**config.mk**
```make
export PLATFORM = sky130hd
export DESIGN_NAME = counter_timer_high_wb
export DESIGN_NICKNAME = d
export VERILOG_FILES = /design/src/rtl/counter_timer_high_wb.sv
export SDC_FILE = /design/constraint.sdc
export NUM_CORES = 1
export LEC_CHECK = 0
export BUFFER_PORTS_ARGS = -buffer_cell sky130_fd_sc_hd__buf_2
export CORE_MARGIN = 2
export CORE_UTILIZATION = 38
export CTS_CLUSTER_DIAMETER = 40
export DETAILED_ROUTE_END_ITERATION = 10
export GPL_ROUTABILITY_DRIVEN = 0
export PLACE_DENSITY = 0.63
export SLEW_MARGIN = 20
export SYNTH_ARGS = -nofsm -noshare
export SYNTH_HDL_FRONTEND = slang
export SYNTH_SLANG_ARGS = --single-unit
```
**constraint.sdc**
```tcl
create_clock -name wb_clk_i -period 5.3 [get_ports wb_clk_i]
set_input_delay 1.06 -clock wb_clk_i [delete_from_list [all_inputs] [get_ports wb_clk_i]]
set_output_delay 1.06 -clock wb_clk_i [all_outputs]
set_load 0.05 [all_outputs]
```
**src/rtl/counter_timer_high_wb.sv**
```systemverilog
`timescale 1ns/1ps
`default_nettype none
// ============================================================================
//  Module      : counter_timer_high_wb
//  Description : Upper 32-bit word of a chained 64-bit counter/timer with a
//                Wishbone register block (CONFIG / VALUE / DATA).
//                chain=1 : advances only on the low word's rollover strobe,
//                          reports its stop condition back to the low word and
//                          raises the combined 64-bit timeout interrupt.
//                chain=0 : standalone 32-bit counter/timer, counts every clock.
//  Ports       : wb_clk_i / wb_rst_i        clock, async active-high reset
//                wb_adr_i .. wb_stb_i        Wishbone slave request
//                wb_ack_o / wb_dat_o         registered Wishbone response
//                strobe_in                   low-word rollover strobe
//                is_offset_in                low word counts up to stop value 0
//                stop_in / enable_in         low-word stop flag and enable
//                stop_out                    high-word stop condition
//                enable_out                  local enable bit
//                irq                         one-cycle timeout interrupt
//  Revision    : 1.0 - initial release
// ============================================================================
module counter_timer_high_wb #(
   parameter logic [31:0] BASE_ADR = 32'h2500_0000,
   parameter logic [7:0]  CONFIG   = 8'h00,
   parameter logic [7:0]  VALUE    = 8'h04,
   parameter logic [7:0]  DATA     = 8'h08
) (
   input  logic        wb_clk_i,
   input  logic        wb_rst_i,
   input  logic [31:0] wb_adr_i,
   input  logic [31:0] wb_dat_i,
   input  logic [3:0]  wb_sel_i,
   input  logic        wb_we_i,
   input  logic        wb_cyc_i,
   input  logic        wb_stb_i,
   output logic        wb_ack_o,
   output logic [31:0] wb_dat_o,
   input  logic        strobe_in,
   input  logic        is_offset_in,
   input  logic        stop_in,
   input  logic        enable_in,
   output logic        stop_out,
   output logic        enable_out,
   output logic        irq
);

   localparam logic [31:0] ADR_CONFIG = BASE_ADR | {24'h00_0000, CONFIG};
   localparam logic [31:0] ADR_VALUE  = BASE_ADR | {24'h00_0000, VALUE};
   localparam logic [31:0] ADR_DATA   = BASE_ADR | {24'h00_0000, DATA};

   // ------------------------------------------------------------------------
   // Register state
   // ------------------------------------------------------------------------
   logic        enable;
   logic        oneshot;
   logic        updown;       // 1 = count up, 0 = count down
   logic        chain;
   logic        irq_ena;
   logic [31:0] value_reset;
   logic [31:0] value_cur;
   logic        lastenable;
   logic        stop_in_d;    // previous stop_in, for the chained reload edge
   logic        timeout_d;    // previous timeout, for irq edge detection

   // ------------------------------------------------------------------------
   // Bus decode
   // ------------------------------------------------------------------------
   logic        bus_req;
   logic        hit_config;
   logic        hit_value;
   logic        hit_data;
   logic        valid;
   logic        wr_config;
   logic        wr_value;
   logic        wr_data;
   logic [31:0] rd_data;

   // The !ack term stops a held strobe from being accepted twice.
   assign bus_req    = wb_cyc_i & wb_stb_i & ~wb_ack_o;
   assign hit_config = bus_req & (wb_adr_i == ADR_CONFIG);
   assign hit_value  = bus_req & (wb_adr_i == ADR_VALUE);
   assign hit_data   = bus_req & (wb_adr_i == ADR_DATA);
   assign valid      = hit_config | hit_value | hit_data;

   // CONFIG only has bits in the lowest byte, so only sel[0] matters there.
   assign wr_config  = hit_config & wb_we_i & wb_sel_i[0];
   assign wr_value   = hit_value  & wb_we_i;
   assign wr_data    = hit_data   & wb_we_i;

   function automatic logic [31:0] byte_merge(
      input logic [31:0] old_word,
      input logic [31:0] new_word,
      input logic [3:0]  lanes
   );
      logic [31:0] merged;
      merged = old_word;
      for (int b = 0; b < 4; b++) begin
         if (lanes[b]) merged[8*b +: 8] = new_word[8*b +: 8];
      end
      return merged;
   endfunction

   always_comb begin
      rd_data = 32'h0000_0000;
      if (hit_config)
         rd_data = {27'h000_0000, irq_ena, chain, updown, oneshot, enable};
      else if (hit_value)
         rd_data = value_reset;
      else if (hit_data)
         rd_data = value_cur;
   end

   // ------------------------------------------------------------------------
   // Counter datapath
   // ------------------------------------------------------------------------
   logic        loc_en;
   logic        tick;
   logic [31:0] tgt;
   logic [31:0] load_val;
   logic [31:0] step_val;
   logic [31:0] count_next;
   logic        stop_next;
   logic        chain_reload;
   logic        timeout;
   logic        irq_next;

   assign loc_en     = chain ? (enable & enable_in) : enable;
   assign enable_out = enable;
   assign tick       = chain ? strobe_in : 1'b1;

   // When the low word counts up to a stop value of 0 it rolls over one
   // strobe early, so the high word has to stop one count sooner.
   assign tgt      = updown ? (value_reset - {31'h0000_0000, (chain & is_offset_in)})
                            : 32'h0000_0000;
   assign load_val = updown ? 32'h0000_0000 : value_reset;
   assign step_val = updown ? (value_cur + 32'd1) : (value_cur - 32'd1);

   // Falling stop_in means the low word has just reloaded; follow it so both
   // words restart together.
   assign chain_reload = chain & ~oneshot & stop_in_d & ~stop_in;

   always_comb begin
      count_next = value_cur;
      if (wr_data) begin
         count_next = byte_merge(value_cur, wb_dat_i, wb_sel_i);
      end else if (loc_en) begin
         if (!lastenable) begin
            count_next = load_val;
         end else if (chain_reload) begin
            count_next = load_val;
         end else if (tick) begin
            // In chained mode the low word owns the stop/reload decision, so
            // a strobe at target still advances the high word.
            if ((value_cur != tgt) || chain)
               count_next = step_val;
            else if (!oneshot)
               count_next = load_val;
         end
      end
   end

   assign stop_next = loc_en & lastenable & (count_next == tgt);

   assign timeout  = chain ? (stop_out & stop_in) : stop_out;
   assign irq_next = irq_ena & loc_en & timeout & ~timeout_d & ~irq;

   // ------------------------------------------------------------------------
   // Sequential state
   // ------------------------------------------------------------------------
   always_ff @(posedge wb_clk_i or posedge wb_rst_i) begin
      if (wb_rst_i) begin
         wb_ack_o <= 1'b0;
         wb_dat_o <= 32'h0000_0000;
      end else begin
         wb_ack_o <= valid;
         if (valid) wb_dat_o <= rd_data;
      end
   end

   always_ff @(posedge wb_clk_i or posedge wb_rst_i) begin
      if (wb_rst_i) begin
         enable      <= 1'b0;
         oneshot     <= 1'b0;
         updown      <= 1'b0;
         chain       <= 1'b0;
         irq_ena     <= 1'b0;
         value_reset <= 32'h0000_0000;
      end else begin
         if (wr_config) begin
            enable  <= wb_dat_i[0];
            oneshot <= wb_dat_i[1];
            updown  <= wb_dat_i[2];
            chain   <= wb_dat_i[3];
            irq_ena <= wb_dat_i[4];
         end
         if (wr_value) value_reset <= byte_merge(value_reset, wb_dat_i, wb_sel_i);
      end
   end

   always_ff @(posedge wb_clk_i or posedge wb_rst_i) begin
      if (wb_rst_i) begin
         value_cur  <= 32'h0000_0000;
         stop_out   <= 1'b0;
         lastenable <= 1'b0;
         stop_in_d  <= 1'b0;
         timeout_d  <= 1'b0;
         irq        <= 1'b0;
      end else begin
         value_cur  <= count_next;
         stop_out   <= stop_next;
         lastenable <= loc_en;
         stop_in_d  <= stop_in;
         timeout_d  <= timeout;
         irq        <= irq_next;
      end
   end

endmodule
`default_nettype wire

```
==> flow_metrics.tcl <==
set metrics [dict create \
    antenna_cells 0 \
    p_total_mw 1.649 \
    nFillCells 3055 \
    ant_nets 0 \
    path_max_fanout 5 \
    p_sw_uw 397.7 \
    final_util_pct 48.35 \
    htreeDepth 3 \
    maxCapViolCount 0 \
    clk_pin_slew_ns 0.08 \
    ys_async_sr_fraction_pct 100.0 \
    die_w_um 180.7 \
    io_buffers 112 \
    wire_per_inst_um 25.33 \
    grt_pass1_wl_mm 83.70 \
    holdWs_ns 0.4592 \
    pwr-share-seq_pct 49.5 \
    cts-root-buf "clkbuf_16" \
    grt-ovfl-total 0 \
    dp_hpwl_mm 42.74 \
    switching_share_pct 24.11 \
    detail_route.iter0.violations 2664 \
    ys_warn_count 0 \
    register_area_um2 2679 \
    cts_tree "done" \
    path_class "in2reg" \
    rows 64 \
    finalHoldViolations 0 \
    crit_path_max_incr_delay_ns 0.57 \
    syn_inst 1571 \
    core-area_um2 30670 \
    synth_nets 1681 \
    worstMarginPinSlew_ns 0.9977 \
    syn_to_final_growth_pct 24.97 \
    grt_antenna_before_repair 0 \
    drive_gt1_share_pct 26.89 \
    route.final.wire_length_mm 56.01 \
    cp.arrival_ns 5.69 \
    synth_flop_cell "dfrtp_1" \
    r2r_setup_slack_ns 0.15 \
    comb_power_share_pct 4.9 \
    pwr-share-clk_pct 45.7 \
    hp-class "reg2reg" \
    violations "negative setup slack" \
    status "finished with violations" \
    slew_headroom_pct 33.41 \
    die_y_um 180.7 \
    track_usage_pct 33.10 \
    setup_viol 1 \
    grt_max_degree 65 \
    synth_seq_cells 107 \
    cts_sinks 107 \
    ys_types 88 \
    dieArea_um2 32660 \
    min_period_over_period_pct 101.5 \
    setup_ws_ns -0.08009 \
    ys_seq_area_share_pct 22.56 \
    power_per_cell_area_nw_per_um2 111.2 \
    worstPathRequired_ns 5.61 \
    start_util_pct 38.69 \
    multi_input_comb_area_um2 8751 \
    period_minus_slack_ns 5.380 \
    cp-start-kind "primary input" \
    tns_ns -0.08009 \
    synth-edff-count 0 \
    syn_area_um2 11870 \
    irDropWorstVdd_v 0.0001570 \
    final_nets 1920 \
    grt_pass1_vias 13870 \
    p_int_mw 1.252 \
    cp-end-kind "flop" \
    fmax_mhz 185.9 \
    drc 0 \
    dr.pass1.iters 7 \
    slew_viol_final 0 \
    cts_made_buffers 9 \
    hold_buffers 0 \
    cts.path.max_buffers 2 \
    clk-insertion-delay-late_ns 0.39 \
    cp_slowest_cell "or4_4" \
    ios 113 \
    p_leak_nw 6.657 \
    via_per_inst 6.765 \
    syn_avg_cell_area_um2 7.553 \
    vias 14960 \
    fin_skew_ns 0.01911 \
    grt_setup_unrepaired "true" \
    worstPathCellList "buf_6 -> and2_4 -> ha_4 -> ha_4 -> or3b_4 -> or4_4 -> buf_6 -> or3_4 -> nand3_2 -> o2111ai_2 -> nor4_4 -> and3_4 -> buf_12 -> buf_8 -> mux2i_4 -> mux2i_2 -> a311oi_2 -> nand4_1 -> or4_1 -> nor2_1" \
]
worst paths after layout:
| check | start | to | cells past startpoint |
|---|---|---|---|
| min | wb_dat_o[6] | wb_dat_o[6] | 2 |
| min in group asynchronous | wb_rst_i | wb_dat_o[1] | 2 |
| min reg2reg | wb_dat_o[6] | wb_dat_o[6] | 2 |
| max in group asynchronous | wb_rst_i | value_reset[21] | 3 |
| max reg2reg | chain | stop_out | 19 |
| max | is_offset_in | stop_out | 20 |
Yosys cell counts, types with 9 or more instances:
cell,number,area share (%)
nand3_1,71,3.0
or4_1,24,1.5
a31oi_1,18,0.95
nor4_1,34,1.8
dfrtp_1,107,23
mux2i_1,38,3.2
nand4b_1,9,0.66
o311ai_0,9,0.66
and2_1,18,0.95
xnor2_1,25,1.8
nand2_1,182,5.8
o2111ai_1,12,0.89
nand4_1,30,1.6
a21oi_1,96,4.0
a221oi_1,9,0.66
a211oi_1,22,1.4
nand2b_1,27,1.4
nor3_1,52,2.2
nor2_1,103,3.3
xor2_1,13,0.96
a22oi_1,40,2.5
o21ai_0,82,3.5
o211ai_1,37,2.3
mux2_2,47,4.5
or3_1,20,1.1
and3_1,26,1.4
clkbuf_1,96,3.0
a21o_1,23,1.5
o22ai_1,15,0.79
or2_2,12,0.63
ha_1,32,3.4
a221o_1,9,0.76
inv_1,44,1.4
o21a_1,16,1.0
o221ai_1,9,0.66
flip-flops by register name, indices dropped and copies added, names as in the netlist:
name,flops
chain,1
enable_out,1
value_cur,32
irq,1
lastenable,1
wb_dat_o,32
value_reset,32
wb_ack_o,1
stop_out,1
stop_in_d,1
oneshot,1
updown,1
timeout_d,1
irq_ena,1
kinds of logic after synthesis:
family	share of synthesized area [%]
simple gates	29.00
compound gates	28.52
buf+inv	5.715
flops	22.56
mux	7.666
xor+xnor	2.995
fa+ha+maj	3.543
per-stage QoR:
| stage | instances | worst slack [ns] | instance area [um^2] |
|---|---|---|---|
| finish | 2211 | -0.08009 | 14830 |
| global route | 2211 | -0.1607 | 14830 |
| detailed placement | 2184 | -0.4348 | 14220 |
| floorplan | 1571 | 0.01086 | 11980 |
| CTS | 2203 | 0.001307 | 14600 |
| global placement | 2184 | -0.3790 | 14220 |
per-layer routing:
| metal | vias up | GRT usage [%] | routed length (um) |
|---|---|---|---|
| met1 | 6905 | 44.28 | 21330 |
| met2 | 1285 | 47.09 | 22390 |
| met5 | - | 0 | 0 |
| met3 | 261 | 10.10 | 8344 |
| li1 | 6507 | - | - |
| met4 | 0 | 18.68 | 3950 |
cell type report:
class | instances | area share, %
Multi-Input combinational cell | 1302 | 59.01
Sequential cell | 107 | 18.06
Timing Repair Buffer | 346 | 16.33
Tap cell | 396 | 3.341
Clock buffer | 13 | 1.822
Inverter | 44 | 1.131
Clock inverter | 3 | 0.3037
power by group through the flow:
stage | registers (mW) | logic [mW] | clock network [mW]
2_1_floorplan | 0.833 | 0.0231 | 0
3_5_place_dp | 0.832 | 0.0781 | 0
5_1_grt | 0.816 | 0.0862 | 0.779
6_report | 0.816 | 0.0800 | 0.753
4_1_cts | 0.816 | 0.0783 | 0.755
3_3_place_gp | 0.832 | 0.0774 | 0
cells in the final DEF, fill, tap and decap left out, types with 31 or more instances in the layout:
cell and n:
buf_4 223, nand2_1 182, buf_2 111, dfrtp_1 106, nor2_1 102, a21oi_1 95
o21ai_0 82, nand3_1 68, nor3_1 51, mux2_2 46, inv_1 42, a22oi_1 40
o211ai_1 37, mux2i_1 31
repair_timing:
action	CTS	global route
endpoints found under the setup margin	1	1
setup buffers	2	8
cloned	1	1
gates resized for setup	7	30
pin swaps	4	22
worst max-delay path: cells and delay by family:
kind            cells  cell delay [ns]
fa+ha+maj           2             0.28
simple gates       10             3.09
buf+inv             4             0.48
compound gates      2             0.42
mux                 2             0.35
(Power assumes the default switching activity.)
